[src/rtl/calc_unit_scheduler.sv]
// Arbitrates the calculator's shared add/sub and shift units between four ports.
// Each unit keeps an arrival-ordered FIFO; same-cycle arrivals are ordered round-robin.
module calc_unit_scheduler #(
    parameter int NPORTS = 4,
    parameter int CMDW   = 4
) (
    input  logic                     clk,
    input  logic                     reset,
    input  logic [NPORTS-1:0]        req_valid,
    input  logic [NPORTS*CMDW-1:0]   req_cmd,
    input  logic                     add_ready,
    input  logic                     shf_ready,
    output logic [NPORTS-1:0]        req_ack,
    output logic [NPORTS-1:0]        req_inv,
    output logic [NPORTS-1:0]        add_grant,
    output logic [NPORTS-1:0]        shf_grant,
    output logic [2:0]               add_qcnt,
    output logic [2:0]               shf_qcnt
);

    logic [1:0]        add_mem_q [4];
    logic [1:0]        add_mem_d [4];
    logic [1:0]        shf_mem_q [4];
    logic [1:0]        shf_mem_d [4];
    logic [1:0]        add_head_q, add_head_d, shf_head_q, shf_head_d;
    logic [2:0]        add_cnt_q, add_cnt_d, shf_cnt_q, shf_cnt_d;
    logic [NPORTS-1:0] pending_q, pending_d;
    logic [1:0]        rr_q, rr_d;
    logic [NPORTS-1:0] ack_q, ack_d, inv_q, inv_d;
    logic [NPORTS-1:0] add_gnt_q, add_gnt_d, shf_gnt_q, shf_gnt_d;

    logic [1:0]        port_s;
    logic [CMDW-1:0]   cmd_s;
    logic [2:0]        add_push_s, shf_push_s;
    logic [1:0]        waddr_s;
    logic              add_pop_s, shf_pop_s;
    logic              any_acc_s;
    logic [1:0]        last_s;

    assign req_ack   = ack_q;
    assign req_inv   = inv_q;
    assign add_grant = add_gnt_q;
    assign shf_grant = shf_gnt_q;
    assign add_qcnt  = add_cnt_q;
    assign shf_qcnt  = shf_cnt_q;

    // Next-state: pop FIFO heads, then classify and push new arrivals in rotation order.
    always_comb begin
        add_mem_d  = add_mem_q;
        shf_mem_d  = shf_mem_q;
        add_head_d = add_head_q;
        shf_head_d = shf_head_q;
        pending_d  = pending_q;
        ack_d      = 4'b0000;
        inv_d      = 4'b0000;
        add_gnt_d  = 4'b0000;
        shf_gnt_d  = 4'b0000;
        add_push_s = 3'd0;
        shf_push_s = 3'd0;
        waddr_s    = 2'd0;
        port_s     = 2'd0;
        cmd_s      = '0;
        any_acc_s  = 1'b0;
        last_s     = 2'd0;
        add_pop_s  = (add_cnt_q != 3'd0) && add_ready;
        shf_pop_s  = (shf_cnt_q != 3'd0) && shf_ready;

        if (add_pop_s) begin
            add_gnt_d[add_mem_q[add_head_q]] = 1'b1;
            pending_d[add_mem_q[add_head_q]] = 1'b0;
            add_head_d = add_head_q + 2'd1;
        end else begin
            add_head_d = add_head_q;
        end
        if (shf_pop_s) begin
            shf_gnt_d[shf_mem_q[shf_head_q]] = 1'b1;
            pending_d[shf_mem_q[shf_head_q]] = 1'b0;
            shf_head_d = shf_head_q + 2'd1;
        end else begin
            shf_head_d = shf_head_q;
        end

        // A granted port still reads as pending here, so a request on its grant edge is ignored.
        for (int i = 0; i < 4; i++) begin
            port_s = rr_q + 2'(i);
            cmd_s  = req_cmd[CMDW*int'(port_s) +: CMDW];
            if (req_valid[port_s] && !pending_q[port_s]) begin
                case (cmd_s)
                    4'd1, 4'd2: begin
                        waddr_s = add_head_q + add_cnt_q[1:0] + add_push_s[1:0];
                        add_mem_d[waddr_s] = port_s;
                        add_push_s = add_push_s + 3'd1;
                        ack_d[port_s]     = 1'b1;
                        pending_d[port_s] = 1'b1;
                        any_acc_s = 1'b1;
                        last_s    = port_s;
                    end
                    4'd5, 4'd6: begin
                        waddr_s = shf_head_q + shf_cnt_q[1:0] + shf_push_s[1:0];
                        shf_mem_d[waddr_s] = port_s;
                        shf_push_s = shf_push_s + 3'd1;
                        ack_d[port_s]     = 1'b1;
                        pending_d[port_s] = 1'b1;
                        any_acc_s = 1'b1;
                        last_s    = port_s;
                    end
                    4'd0: begin
                        inv_d[port_s] = 1'b0;
                    end
                    default: begin
                        inv_d[port_s] = 1'b1;
                    end
                endcase
            end else begin
                cmd_s = cmd_s;
            end
        end

        add_cnt_d = add_cnt_q + add_push_s - {2'b00, add_pop_s};
        shf_cnt_d = shf_cnt_q + shf_push_s - {2'b00, shf_pop_s};
        if (any_acc_s) begin
            rr_d = last_s + 2'd1;
        end else begin
            rr_d = rr_q;
        end
    end

    // State and output registers with synchronous reset.
    always_ff @(posedge clk) begin
        if (reset) begin
            for (int i = 0; i < 4; i++) begin
                add_mem_q[i] <= 2'd0;
                shf_mem_q[i] <= 2'd0;
            end
            add_head_q <= 2'd0;
            shf_head_q <= 2'd0;
            add_cnt_q  <= 3'd0;
            shf_cnt_q  <= 3'd0;
            pending_q  <= 4'b0000;
            rr_q       <= 2'd0;
            ack_q      <= 4'b0000;
            inv_q      <= 4'b0000;
            add_gnt_q  <= 4'b0000;
            shf_gnt_q  <= 4'b0000;
        end else begin
            add_mem_q  <= add_mem_d;
            shf_mem_q  <= shf_mem_d;
            add_head_q <= add_head_d;
            shf_head_q <= shf_head_d;
            add_cnt_q  <= add_cnt_d;
            shf_cnt_q  <= shf_cnt_d;
            pending_q  <= pending_d;
            rr_q       <= rr_d;
            ack_q      <= ack_d;
            inv_q      <= inv_d;
            add_gnt_q  <= add_gnt_d;
            shf_gnt_q  <= shf_gnt_d;
        end
    end

endmodule

[config.mk]
export PLATFORM = sky130hd
export DESIGN_NAME = calc_unit_scheduler
export DESIGN_NICKNAME = d
export VERILOG_FILES = /design/src/rtl/calc_unit_scheduler.sv
export SDC_FILE = /design/constraint.sdc
export NUM_CORES = 1
export LEC_CHECK = 0
export ABC_AREA = 0
export CORE_MARGIN = 1.5
export CORE_UTILIZATION = 55
export CTS_CLUSTER_SIZE = 10
export DETAILED_ROUTE_END_ITERATION = 8
export PLACE_DENSITY = 0.85
export SLEW_MARGIN = 20
export SYNTH_ARGS = -nofsm -noshare
export SYNTH_HDL_FRONTEND = slang
export SYNTH_SLANG_ARGS = --single-unit
[constraint.sdc]
create_clock -name clk -period 8.9 [get_ports clk]
set_input_delay 1.78 -clock clk [delete_from_list [all_inputs] [get_ports clk]]
set_output_delay 1.78 -clock clk [all_outputs]
set_load 0.05 [all_outputs]
# Yosys cells after proc, flatten, opt, wreduce, memory -nomap -nowiden
# Index checks and enable logic that the tools add are counted.
[classes] order_cmp=30 eq_ne=16 muxes=132 bitwise=32 shifts=4 reduce_logical=45 n_addsub=24
[ops] cell="$mux 8" count=16
[ops] cell="$mux 4" count=23
[ops] cell="$bwmux 8" count=8
[ops] cell="$shiftx 16x5->4" count=4
[ops] cell="$mux 2" count=20
[ops] cell="$or 4x4->4" count=10
[ops] cell="$mux 3" count=12
[ops] cell="$demux 2 s2" count=8
[ops] cell="$eq 4x3->1 const B" count=8
[ops] cell="$ge 3x3->1 const B" count=10
[ops] cell="$not 2->3" count=10
[ops] cell="$mux 1" count=26
[ops] cell="$lt 3x1->1 const B" count=8
[ops] cell="$pmux 4 s2" count=3
[ops] cell="$and 4x4->4" count=5
[ops] cell="$logic_and 1x1->1" count=20
[ops] cell="$not 4->4" count=5
[ops] cell="$reduce_or 2->1" count=10
[ops] cell="$add 3x1->3 const B" count=6
[ops] cell="$lt 2x3->1 const B" count=6
[ops] cell="$add 2x2->2" count=8
[ops] cell="$bmux 1 s2" count=8
[ops] cell="$eq 4x1->1 const B" count=4
[ops] cell="$eq 4x2->1 const B" count=4
[ops] cell="other kinds (13)" count=41
[word_totals] word_cells=301 in_bits=24 ff_bits=48 out_inout_bits=22

# Logic depth before layout (Yosys ltp)
[logic_depth] ltp_word=25 ltp_mapped=25 depth_no_buf=21

# Least setup slack after synthesis
# No wires, ideal clock.
[synth_path] path_type="input to register" start="input port req_cmd[13]" end="register shf_cnt_q[2] (netlist: shf_qcnt[2])" t_arrival_ns=5.752 stages=18 slack_ns=3.020 n_path_buf=0 setup_time_ns=0.128 required_time_ns=8.772 cell_sequence="mux4_2 > xnor2_1 > a2111o_1 > inv_1 > ha_1 > nand2_1 > o21ai_0 > ha_1 > mux2_2 > ha_1 > mux2i_1 > ha_1 > fa_1 > xnor2_1 > xnor2_1 > xnor2_1 > xnor2_1 > nor2_1"
[synth_via] elab_chain_len=16 elab_cells_between_ends=29 classes_between="add/sub: 5; eq/ne: 8; shift: 4; mux: 8; reduce/logical: 4"
[synth_lines] element="start: declaration" line="10" rtl="input logic [NPORTS*CMDW-1:0] req_cmd,"
[synth_lines] element="$shiftx 16x5->4" line="86" rtl="cmd_s = req_cmd[CMDW*int'(port_s) +: CMDW];"
[synth_lines] element="$eq 4x3->1" line="88" rtl="case (cmd_s)"
[synth_lines] element="$reduce_or 2->1"
[synth_lines] element="$mux 1" line="88"
[synth_lines] element="$mux 1" line="87" rtl="if (req_valid[port_s] && !pending_q[port_s]) begin"
[synth_lines] element="$add 3x1->3" line="101" rtl="shf_push_s = shf_push_s + 3'd1;"
[synth_lines] element="$mux 3" line="88"
[synth_lines] element="$mux 3" line="87"
[synth_lines] element="$add 3x1->3" line="101"
[synth_lines] element="$mux 3" line="88"
[synth_lines] element="$mux 3" line="87"
[synth_lines] element="$add 3x1->3" line="101"
[synth_lines] element="$mux 3" line="88"
[synth_lines] element="$mux 3 (*)" line="87"
[synth_lines] element="$add 3x3->3 (*)" line="120" rtl="shf_cnt_d = shf_cnt_q + shf_push_s - {2'b00, shf_pop_s};"
[synth_lines] element="$sub 3x1->3 (*)" line="120"
[synth_lines] element="end signal: assignment" line="151" rtl="shf_cnt_q <= shf_cnt_d;"
[synth_lines] element="end: declaration" line="26" rtl="logic [2:0] add_cnt_q, add_cnt_d, shf_cnt_q, shf_cnt_d;"
# Every way passes the cells marked *; elsewhere a longest branch is shown, timed or not.
# A chain may end at the register's enable or synchronous reset.

# Worst setup path after layout
[layout_path] start="register rr_q[0]" end="register add_cnt_q[2] (netlist: add_qcnt[2])"
[layout_via] elab_chain_len=16 elab_cells_between_ends=56 classes_between="add/sub: 8; eq/ne: 8; shift: 4; mux: 24; reduce/logical: 12"
[layout_lines] element="start: declaration" line="28" rtl="logic [1:0] rr_q, rr_d;"
[layout_lines] element="start signal: assignment" line="153" rtl="rr_q <= rr_d;"
[layout_lines] element="$shiftx 16x5->4 / $bmux 1 s2 (equally long branches)" line="86, 87"
[layout_lines] element="$eq 4x1->1, or another cell as far along" line="88"
[layout_lines] element="$reduce_or 2->1 / $logic_not 1->1 (equally long branches)"
[layout_lines] element="$mux 1 / $logic_and 1x1->1 (equally long branches)" line="88, 87"
[layout_lines] element="$mux 1" line="87"
[layout_lines] element="$add 3x1->3" line="92" rtl="add_push_s = add_push_s + 3'd1;"
[layout_lines] element="$mux 3" line="88"
[layout_lines] element="$mux 3" line="87"
[layout_lines] element="$add 3x1->3" line="92"
[layout_lines] element="$mux 3" line="88"
[layout_lines] element="$mux 3" line="87"
[layout_lines] element="$add 3x1->3" line="92"
[layout_lines] element="$mux 3" line="88"
[layout_lines] element="$mux 3 (*)" line="87"
[layout_lines] element="$add 3x3->3 (*)" line="119" rtl="add_cnt_d = add_cnt_q + add_push_s - {2'b00, add_pop_s};"
[layout_lines] element="$sub 3x1->3 (*)" line="119"
[layout_lines] element="end signal: assignment" line="150" rtl="add_cnt_q <= add_cnt_d;"
[layout_lines] element="end: declaration" line="26"
# Every way passes the cells marked *; elsewhere a longest branch is shown, timed or not. The select of a mux whose other input is x is not followed.

==> impl_metrics.py <==
metrics = {
    "floorplanning": {
        "ioPinCount": 46,
        "die-height_um": 93.3,
        "dieArea_um2": 8700,
        "start_util_pct": 57.4,
        "die_x_um": 93.3,
        "rows": 32,
        "core_um2": 7810,
    },
    "yosys": {
        "synth_top_area_share_pct": 21.4,
        "syn_inst": 493,
        "ys_types": 77,
        "async_flop_share_pct": 0,
        "ys_warn_count": 0,
        "ys_ff_latch": 48,
        "yosysMostFrequentCell": "dfxtp_1",
        "synth_edf_count": 0,
        "synthTopCellsByArea": "dfxtp_1 (21%), mux4_2 (11%), ha_1 (6.7%), xnor2_1 (3.9%), nor2_1 (3.3%)",
        "syn_avg_cell_area_um2": 9.10,
        "synthFlopType": "dfxtp_1",
        "synth-seq-area-share_pct": 21.4,
        "synth_common_cells": "dfxtp_1 (48), nor2_1 (39), nand2_1 (38)",
        "syn_area_um2": 4480,
        "syn_nets": 543,
        "yosys.area.top_type": "dfxtp_1",
    },
    "place": {
        "dp_hpwl_um": 8840,
        "post-place-ws_ns": 2.19,
        "routabilityCongestion": 0.885,
        "numPortBuffers": 45,
        "placed_area_um2": 4980,
    },
    "sta": {
        "fin_crit_sh_pct": 72.3,
        "hold_viol": 0,
        "fin_ws_ns": 2.47,
        "setup_tns_ns": 0,
        "fmax_mhz": 155,
        "slew_viol_final": 0,
        "setup_viol": 0,
        "min_period_ns": 6.43,
        "clock_skew_ns": 0.0115,
        "relSlewSlack_pct": 33.9,
        "worstMarginPinSlew_ns": 0.983,
        "rsz0062_at_grt": "false",
    },
    "critical_path": {
        "cp-start-kind": "flip-flop",
        "crit_arrival_ns": 6.63,
        "crit_path_end_kind": "flip-flop",
        "crit_required_ns": 9.10,
        "worst-path-max-fanout": 49,
        "ff2ff_setup_slack_ns": 2.47,
        "rr_endpoint": "add_qcnt[2]$_SDFF_PP0_",
        "path_class": "flip-flop to flip-flop",
        "timing.rr.start": "rr_q[0]$_SDFFE_PP0P_",
        "r2r_cells": 20,
    },
    "power": {
        "intPower_uw": 911,
        "power.density_nw_per_um2": 364,
        "clockPowerShare_pct": 9.3,
        "ir_worst_vdd_mv": 0.146,
        "p_seq_share_pct": 18.4,
        "switchingPower_uw": 943,
        "switching_share_pct": 50.8,
        "p_leak_uw": 0.00187,
        "power_frac_comb_pct": 72.3,
    },
    "layout": {
        "final_layout_size_suffix_gt1_share_pct": 12.3,
        "diodes": 0,
        "area_growth_pct": 13.6,
        "fin_area_um2": 5100,
        "fin_nets": 576,
    },
    "routing": {
        "wirelength_um": 11900,
        "vias_per_cell": 6.85,
        "avgRoutedWirePerCell_um": 19.0,
        "drt_iter0_markers": 411,
        "vias": 4311,
        "dr.pass1.iters": 5,
        "drc_errors": 0,
        "ant_nets": 0,
    },
    "clock_tree": {
        "clk_pin_slew_ns": 0.10,
        "cts_tree": "yes",
        "cts.htree.levels": 2,
        "post-cts-setup-buffers": 0,
        "cts_sinks": 48,
        "cts-root-buf": "clkbuf_8",
        "post_cts_resize_count": 0,
        "cts_buffer_depth": 2,
        "hold_buffers": 0,
        "cts_made_buffers": 5,
        "clk_latency_ns": 0.32,
    },
    "worst_hold_path": {
        "worstHoldStart": "shf_mem_q[2]$_SDFF_PP0_",
        "min_path_type": "flip-flop to flip-flop",
        "holdPathStages": 1,
        "worst_hold_path.endpoint": "shf_mem_q[2]$_SDFF_PP0_",
    },
    "grt": {
        "grt_max_degree": 50,
        "grt-ovfl-total": 0,
        "antenna_found_initial": 0,
        "grt_usage_pct": 28.3,
        "grt_pass1_wl_um": 19700,
        "grt_pass1_vias": 4079,
    },
    "status": {
        "status": "complete, no violations",
    },
    "run": {
        "drv_cap": 0,
    },
}
[logic make-up after synthesis]
kind of cell    Yosys count  share of synthesized area [%]
flops                    48                           21.4
xor+xnor                 29                           6.45
fa+ha+maj                26                           7.59
buf+inv                  44                           4.19
mux                      37                           15.3
simple gates            170                           21.5
compound gates          139                           23.5
[worst max-delay path: stages (launching register included)]
cell and delay (ns):
dfxtp_2 0.33, buf_4 0.49, inv_1 0.35, ha_1 0.99, mux4_2 0.67, or2_2 0.34, nor2_1 0.14, ha_1 0.25
nand2_1 0.06, nand2_1 0.12, ha_1 0.36, mux2_2 0.30, ha_1 0.28, mux2i_1 0.16, ha_1 0.27, fa_1 0.46
xnor2_1 0.20, xnor2_1 0.16, xnor2_1 0.16, xnor2_1 0.14, nor2_1 0.05
[worst max-delay path by stage]
stage / startpoint / endpoint / slack (ns) / depth (start not counted)
2_1_floorplan: req_cmd[13] / shf_qcnt[2]$_SDFF_PP0_ / 3.02 / 18
3_3_place_gp: req_cmd[13] / shf_qcnt[2]$_SDFF_PP0_ / 2.40 / 19
3_5_place_dp: req_cmd[4] / add_qcnt[2]$_SDFF_PP0_ / 2.19 / 18
4_1_cts: req_cmd[5] / add_qcnt[2]$_SDFF_PP0_ / 2.49 / 18
5_1_grt: rr_q[0]$_SDFFE_PP0P_ / add_qcnt[2]$_SDFF_PP0_ / 2.06 / 19
6_report: rr_q[0]$_SDFFE_PP0P_ / add_qcnt[2]$_SDFF_PP0_ / 2.47 / 20
[registers in the layout, summed over array words and instances, names as in the netlist]
name	flops
add_mem_q	8
shf_mem_q	8
add_grant	4
pending_q	4
req_ack	4
req_inv	4
shf_grant	4
add_qcnt	3
shf_qcnt	3
add_head_q	2
rr_q	2
shf_head_q	2
[through the flow]
stage	hold slack, ns	utilization [%]	total power, uW	std cells
2_1_floorplan	0.431	-	1380	493
3_3_place_gp	0.462	63.8	1600	621
3_5_place_dp	0.481	63.8	1660	621
4_1_cts	0.497	65.3	1830	629
5_1_grt	0.511	65.3	2000	629
6_report	0.494	65.3	1850	629
[cell type report]
class	count	area [um2]
Inverter	22	82.6
Fill cell	637	2710
Clock inverter	3	46.3
Multi-Input combinational cell	401	3340
Tap cell	102	128
Timing Repair Buffer	48	473
Sequential cell	48	962
Clock buffer	5	68.8
[layout by cell type (no fill, tap or decap), types with 10 or more instances in the layout]
| master | count |
|---|---|
| ha_1 | 24 |
| a21oi_1 | 17 |
| a21o_1 | 10 |
| inv_1 | 21 |
| mux4_2 | 22 |
| nand2_1 | 38 |
| clkdlybuf4s50_1 | 45 |
| nor2_1 | 39 |
| xnor2_1 | 20 |
| nor3_1 | 10 |
| a31oi_1 | 14 |
| o21ai_0 | 11 |
| dfxtp_1 | 47 |
[power groups by stage]
| stage | logic [uW] | registers, uW | clock network, uW |
|---|---|---|---|
| after floorplan | 962 | 420 | 0 |
| after global placement | 1260 | 341 | 0 |
| after detailed placement | 1310 | 344 | 0 |
| after CTS | 1320 | 339 | 172 |
| after global routing | 1470 | 348 | 180 |
| final | 1340 | 341 | 173 |
[routing by layer]
metal | GRT usage [%] | vias up | part of all wire, %
met3 | 4.72 | 26 | 7.8
met2 | 49.6 | 231 | 49
met5 | 0 | - | 0
met4 | 8.59 | 0 | 2.2
li1 | - | 1970 | -
met1 | 35.3 | 2084 | 41
Power figures use the tool's default switching activity.
